`src/rtl/debounce_bank_if.sv`:
```
// debounce_bank_if: signal bundle between the debouncer bank and its user.
//   threshold - shared stability threshold (extra stable cycles)
//   in        - raw asynchronous channel inputs
//   ack       - per-channel clear of the sticky change flag
//   out       - debounced levels
//   rise/fall - one-cycle edge pulses on out
//   pending   - sticky "out changed since last ack" flags
// master drives the raw inputs and controls, slave is the debouncer.
interface debounce_bank_if #(
    parameter int CHANNELS     = 4,
    parameter int COUNTER_BITS = 5
);
    logic [COUNTER_BITS-1:0] threshold;
    logic [CHANNELS-1:0]     in;
    logic [CHANNELS-1:0]     ack;
    logic [CHANNELS-1:0]     out;
    logic [CHANNELS-1:0]     rise;
    logic [CHANNELS-1:0]     fall;
    logic [CHANNELS-1:0]     pending;

    modport master (
        output threshold, in, ack,
        input  out, rise, fall, pending
    );

    modport slave (
        input  threshold, in, ack,
        output out, rise, fall, pending
    );
endinterface

```
`src/rtl/debounce_bank.sv`:
```
// debounce_bank: multi-channel debouncer for slow, noisy board inputs.
// Each channel synchronises its raw input, requires it to disagree with the
// current debounced level on threshold+1 consecutive edges before following
// it, and reports the change as a rise/fall pulse plus a sticky pending flag.
// Ports:
//   clock - rising-edge clock
//   reset - synchronous, active-high reset
//   bus   - debounce_bank_if slave (threshold, in, ack, out, rise, fall, pending)

// One debouncer channel.
module debounce_lane #(
    parameter int   COUNTER_BITS = 5,
    parameter int   SYNC_STAGES  = 2,
    parameter logic RST_VAL      = 1'b0
) (
    input  logic                    clock,
    input  logic                    reset,
    input  logic [COUNTER_BITS-1:0] threshold,
    input  logic                    din,
    input  logic                    ack,
    output logic                    dout,
    output logic                    rise,
    output logic                    fall,
    output logic                    pending
);
    logic [SYNC_STAGES-1:0]  sync;
    logic [COUNTER_BITS-1:0] cnt;
    logic                    s;
    logic                    flip;

    assign s = sync[SYNC_STAGES-1];

    // ">=" rather than "==" so lowering threshold below a running count
    // completes the count on the very next edge. cnt only increments while
    // below threshold, so it can never wrap.
    assign flip = (s != dout) && (cnt >= threshold);

    always_ff @(posedge clock) begin
        if (reset) begin
            sync    <= {SYNC_STAGES{RST_VAL}};
            dout    <= RST_VAL;
            cnt     <= '0;
            rise    <= 1'b0;
            fall    <= 1'b0;
            pending <= 1'b0;
        end else begin
            sync[0] <= din;
            for (int k = 1; k < SYNC_STAGES; k++)
                sync[k] <= sync[k-1];

            if (s == dout)
                cnt <= '0;          // agreement (or glitch ended): restart
            else if (flip) begin
                dout <= s;
                cnt  <= '0;
            end else
                cnt <= cnt + 1'b1;

            // Pulses land in the same cycle the new dout first appears.
            rise <= flip & s;
            fall <= flip & ~s;

            // A change on the same edge as ack keeps the flag set.
            if (flip)
                pending <= 1'b1;
            else if (ack)
                pending <= 1'b0;
        end
    end
endmodule

module debounce_bank #(
    parameter int                    CHANNELS     = 4,
    parameter int                    COUNTER_BITS = 5,
    parameter int                    SYNC_STAGES  = 2,
    parameter logic [CHANNELS-1:0]   RESET_VALUE  = '0
) (
    input  logic           clock,
    input  logic           reset,
    debounce_bank_if.slave bus
);
    logic [CHANNELS-1:0] out_w;
    logic [CHANNELS-1:0] rise_w;
    logic [CHANNELS-1:0] fall_w;
    logic [CHANNELS-1:0] pend_w;

    for (genvar i = 0; i < CHANNELS; i++) begin : g_lane
        debounce_lane #(
            .COUNTER_BITS (COUNTER_BITS),
            .SYNC_STAGES  (SYNC_STAGES),
            .RST_VAL      (RESET_VALUE[i])
        ) u_lane (
            .clock     (clock),
            .reset     (reset),
            .threshold (bus.threshold),
            .din       (bus.in[i]),
            .ack       (bus.ack[i]),
            .dout      (out_w[i]),
            .rise      (rise_w[i]),
            .fall      (fall_w[i]),
            .pending   (pend_w[i])
        );
    end

    assign bus.out     = out_w;
    assign bus.rise    = rise_w;
    assign bus.fall    = fall_w;
    assign bus.pending = pend_w;
endmodule

```
`src/flat_wrapper.sv`:
```
// flat-port wrapper written by rule: the top's interface ports become plain ports
module debounce_bank_flat 
#(
    parameter int                    CHANNELS     = 4,
    parameter int                    COUNTER_BITS = 5,
    parameter int                    SYNC_STAGES  = 2,
    parameter logic [CHANNELS-1:0]   RESET_VALUE  = '0
)
  (clock, reset, bus_threshold, bus_in, bus_ack, bus_out, bus_rise, bus_fall, bus_pending);
  debounce_bank_if #(.CHANNELS(CHANNELS), .COUNTER_BITS(COUNTER_BITS)) bus_i ();
  input  logic clock;
  input  logic reset;
  input wire logic [$bits(bus_i.threshold)-1:0] bus_threshold;
  input wire logic [$bits(bus_i.in)-1:0] bus_in;
  input wire logic [$bits(bus_i.ack)-1:0] bus_ack;
  output wire logic [$bits(bus_i.out)-1:0] bus_out;
  output wire logic [$bits(bus_i.rise)-1:0] bus_rise;
  output wire logic [$bits(bus_i.fall)-1:0] bus_fall;
  output wire logic [$bits(bus_i.pending)-1:0] bus_pending;
  assign bus_i.threshold = bus_threshold;
  assign bus_i.in = bus_in;
  assign bus_i.ack = bus_ack;
  assign bus_out = bus_i.out;
  assign bus_rise = bus_i.rise;
  assign bus_fall = bus_i.fall;
  assign bus_pending = bus_i.pending;
  debounce_bank #(.CHANNELS(CHANNELS), .COUNTER_BITS(COUNTER_BITS), .SYNC_STAGES(SYNC_STAGES), .RESET_VALUE(RESET_VALUE)) u_core (.clock(clock), .reset(reset), .bus(bus_i));
endmodule
```
`config.mk`:
```
export PLATFORM = sky130hd
export DESIGN_NAME = debounce_bank_flat
export DESIGN_NICKNAME = d
export VERILOG_FILES = /design/src/rtl/debounce_bank_if.sv /design/src/rtl/debounce_bank.sv /design/src/flat_wrapper.sv
export SDC_FILE = /design/constraint.sdc
export NUM_CORES = 1
export LEC_CHECK = 0
export ABC_AREA = 1
export BUFFER_PORTS_ARGS = -buffer_cell sky130_fd_sc_hd__buf_2
export CORE_MARGIN = 2
export CORE_UTILIZATION = 51
export CTS_CLUSTER_DIAMETER = 100
export CTS_CLUSTER_SIZE = 16
export DETAILED_ROUTE_END_ITERATION = 8
export PLACE_DENSITY = 0.75
export SLEW_MARGIN = 40
export SYNTH_ARGS = -nofsm -noshare
export SYNTH_HDL_FRONTEND = slang
export SYNTH_SLANG_ARGS = --single-unit
```
`constraint.sdc`:
```
create_clock -name clock -period 1.2 [get_ports clock]
set_clock_uncertainty 0.05 [all_clocks]
set_input_delay 0.06 -clock clock [delete_from_list [all_inputs] [get_ports clock]]
set_output_delay 0.06 -clock clock [all_outputs]
set_load 0.05 [all_outputs]
```
==> impl_results.md <==
- Fill cell count: 219
- Crit. End Element: flip-flop
- Min cycle time layout: 1.45 ns
- # Max-Cap Violations: 0
- RePlAce Congestion: 0.791
- DRT iter0 DRCs: 79
- Tightest Hold Check Type: in2reg
- Startpoint types: flip-flop
- Vias in the first global route: 1,721
- Leakage: 1.54 nW
- NumNets Final: 353
- Hold Slack: 0.118 ns
- Routed wire length: 6150 um
- Mapped Nets: 297
- Via density: 5.11
- Setup violators final: 36
- Synth Instances: 258
- CTS Sinks: 44
- Number of H-tree levels: 2
- Yosys top cell by area: dfxtp_1
- Syn-to-layout area delta: 51.9%
- Overflow after GRT: 0
- Die area: 4750 um^2
- First-pass iteration count of the detailed router: 4
- Post-synthesis sequential area ratio: 41.0%
- Gr usage total: 22.0%
- Worst Tran Pin Value: 0.480 ns
- Crit path kind: reg2reg
- Port bufs: 30
- Synth cell count leaders: dfxtp_1, inv_1, nand2_1
- Fin crit share: 121%
- PD cells: 921 nW/um^2
- Post-synth top area share: 41.0%
- Maximum fanout along the worst path: 3
- TritonCTS clock tree: built
- Post-DP HPWL: 2870 um
- WL/cell: 16.9 um
- Clock Tree Root: clkbuf_8
- Num CTS Buffers: 5
- Relative slew slack: 67.9%
- Final WS setup: -0.251 ns
- Global-route wire length before repair: 7640 um
- Clk pin slew, worst setup/hold paths: 0.09 ns
- Remaining antenna violation count: 0
- CTS Buffer Depth: 2
- Die width: 68.9 um
- Post-Synthesis Cell Area: 2150 um^2
- Design area: 3260 um^2
- Synth async-reset ratio: 0%
- Failing checks: negative setup slack
- Worst ir drop on vdd: 0.835 mV
- Row cnt: 23
- Synth warnings: 0
- DP Area: 2490 um^2
- Critical-path cell list: ha_4, nand2_1, nand2_1, nand2_2, nand3_2, nand2_2, nor3_1
- Top FF cell, synth: dfxtp_1
- Num ports: 31
- Drc violations: 0
- Largest net degree at the start of global routing: 17
- Yosys cell types: 18
- Die height: 68.9 um
- Clk Latency, worst-skew pair: 0.30 ns
- Layout cells sized above 1: 57.8%
- Synth Area per Inst: 8.33 um^2
- Routed vias: 1,866
- CORE AREA: 4030 um^2
- Synth top area cells: dfxtp_1, ha_1, inv_1, nand2_1, buf_4
- Top-count cell post-synth: dfxtp_1
- CP required: 1.36 ns
- RSZ-0062 raised after global routing: yes
- Initial antenna violation count: 0
- Arrival time worst endpoint: 1.61 ns
- Initial Util: 53.4%
- Post-synth EDFFs: 0
- Status: complete, but fails checks
- Diode count: 0
- #FFs+latches synth: 44
- Critical Path Max Stage Delay: 0.35 ns
- Critical path's slowest cell: dfxtp_2
- Max-slew violation count: 0
- Final hold vios: 0
- Fmax: 689 MHz
-- through the flow --
| step | cells | total power [mW] | setup TNS (ns) | utilization, % | setup slack [ns] |
|---|---|---|---|---|---|
| 4_1_cts | 362 | 2.90 | -2.35 | 74.1 | -0.0992 |
| 2_1_floorplan | 258 | 1.64 | -0.0886 | - | -0.0271 |
| 3_3_place_gp | 341 | 1.69 | -3.31 | 61.7 | -0.134 |
| 5_1_grt | 365 | 3.09 | -6.51 | 81.0 | -0.283 |
| 3_5_place_dp | 341 | 1.70 | -4.41 | 61.7 | -0.177 |
| 6_report | 365 | 3.01 | -4.89 | 81.0 | -0.251 |
-- worst paths after layout --
kind / startpoint / end / slack [ns] / cells after the start
worst max-delay path: u_core.g_lane[0].u_lane.cnt[2]$_SDFF_PP0_ / u_core.g_lane[0].u_lane.fall$_SDFF_PP0_ / -0.25 / 7
worst min-delay path: reset / u_core.g_lane[2].u_lane.pending$_SDFFE_PP0P_ / 0.12 / 3
worst max register to register: u_core.g_lane[0].u_lane.cnt[2]$_SDFF_PP0_ / u_core.g_lane[0].u_lane.fall$_SDFF_PP0_ / -0.25 / 7
worst min register to register: u_core.g_lane[3].u_lane.sync[0]$_SDFF_PP0_ / u_core.g_lane[3].u_lane.sync[1]$_SDFF_PP0_ / 0.36 / 2
-- timing repair --
item | CTS | global route
pin swaps | 31 | 30
resized for setup | 57 | 63
hold endpoints to repair | 8 | 0
endpoints found under the setup margin | 36 | 36
hold buffers | 8 | 0
setup buffers | 5 | 3
-- state kept, by name (all words and copies together), names as in the netlist --
signal / count
u_core.g_lane.u_lane.fall: 4
u_core.g_lane.u_lane.pending: 4
u_core.g_lane.u_lane.rise: 4
u_core.g_lane.u_lane.sync: 8
u_core.g_lane.u_lane.cnt: 20
u_core.g_lane.u_lane.dout: 4
-- cell families (layout without fill, tap and decap cells) --
family	count (synthesis)	count (layout)	share of synthesized area, %
AOI/OAI and AO/OA	8	8	1.86
xor gates and xnor gates	16	16	7.22
adders and majority gates	24	24	14.0
buffers and inverters	62	119	14.1
DFF	44	44	41.0
and+or+nand+nor	104	104	21.9
-- where the power goes --
part	switching (mW)	internal (mW)	total, mW	leakage, nW
clock network	0.553	0.628	1.18	0.0548
logic	0.190	0.150	0.339	1.12
registers	0.0134	1.47	1.49	0.367
-- layout make-up --
class / count / area [um^2] / area share (%)
Tap cell: 50 / 62.6 / 1.92
Sequential cell: 44 / 910 / 27.9
Clock buffer: 5 / 68.8 / 2.11
Multi-Input combinational cell: 152 / 1530 / 47.0
Timing Repair Buffer: 68 / 483 / 14.8
Inverter: 43 / 161 / 4.94
Clock inverter: 3 / 46.3 / 1.42
-- metal layers --
metal	global-route usage (%)	up-vias	part of all wire, %
met1	24.1	884	39
met5	0	-	0
met4	6.13	0	4.8
li1	-	895	-
met2	42.3	58	52
met3	4.38	29	3.6
-- placed cells by master (no fill, tap or decap), types with 2 or more instances in the layout --
cell type	instances
nor2_1	20
xor2_2	3
dfxtp_4	2
dfxtp_1	25
inv_1	34
inv_2	9
and2_4	4
ha_4	19
nor2_2	8
nor3_1	2
nand2_1	13
nand2_2	16
dlygate4sd3_1	8
nand3_2	5
buf_2	30
xor2_1	7
xnor2_1	6
nor2_4	4
nand4_1	4
nand3_1	9
buf_6	4
a21oi_4	2
a21oi_2	5
nand2_4	11
ha_1	4
nand4_4	4
clkbuf_8	5
buf_4	25
nand3_4	2
nor3_2	2
dfxtp_2	17
-- critical path, delay by kind of cell, from the launching register on --
kind / cells / cell delay, ns
and+or+nand+nor: 6 / 0.69
adders and majority gates: 1 / 0.27
DFF: 1 / 0.35
Power figures use the tool's default switching activity.
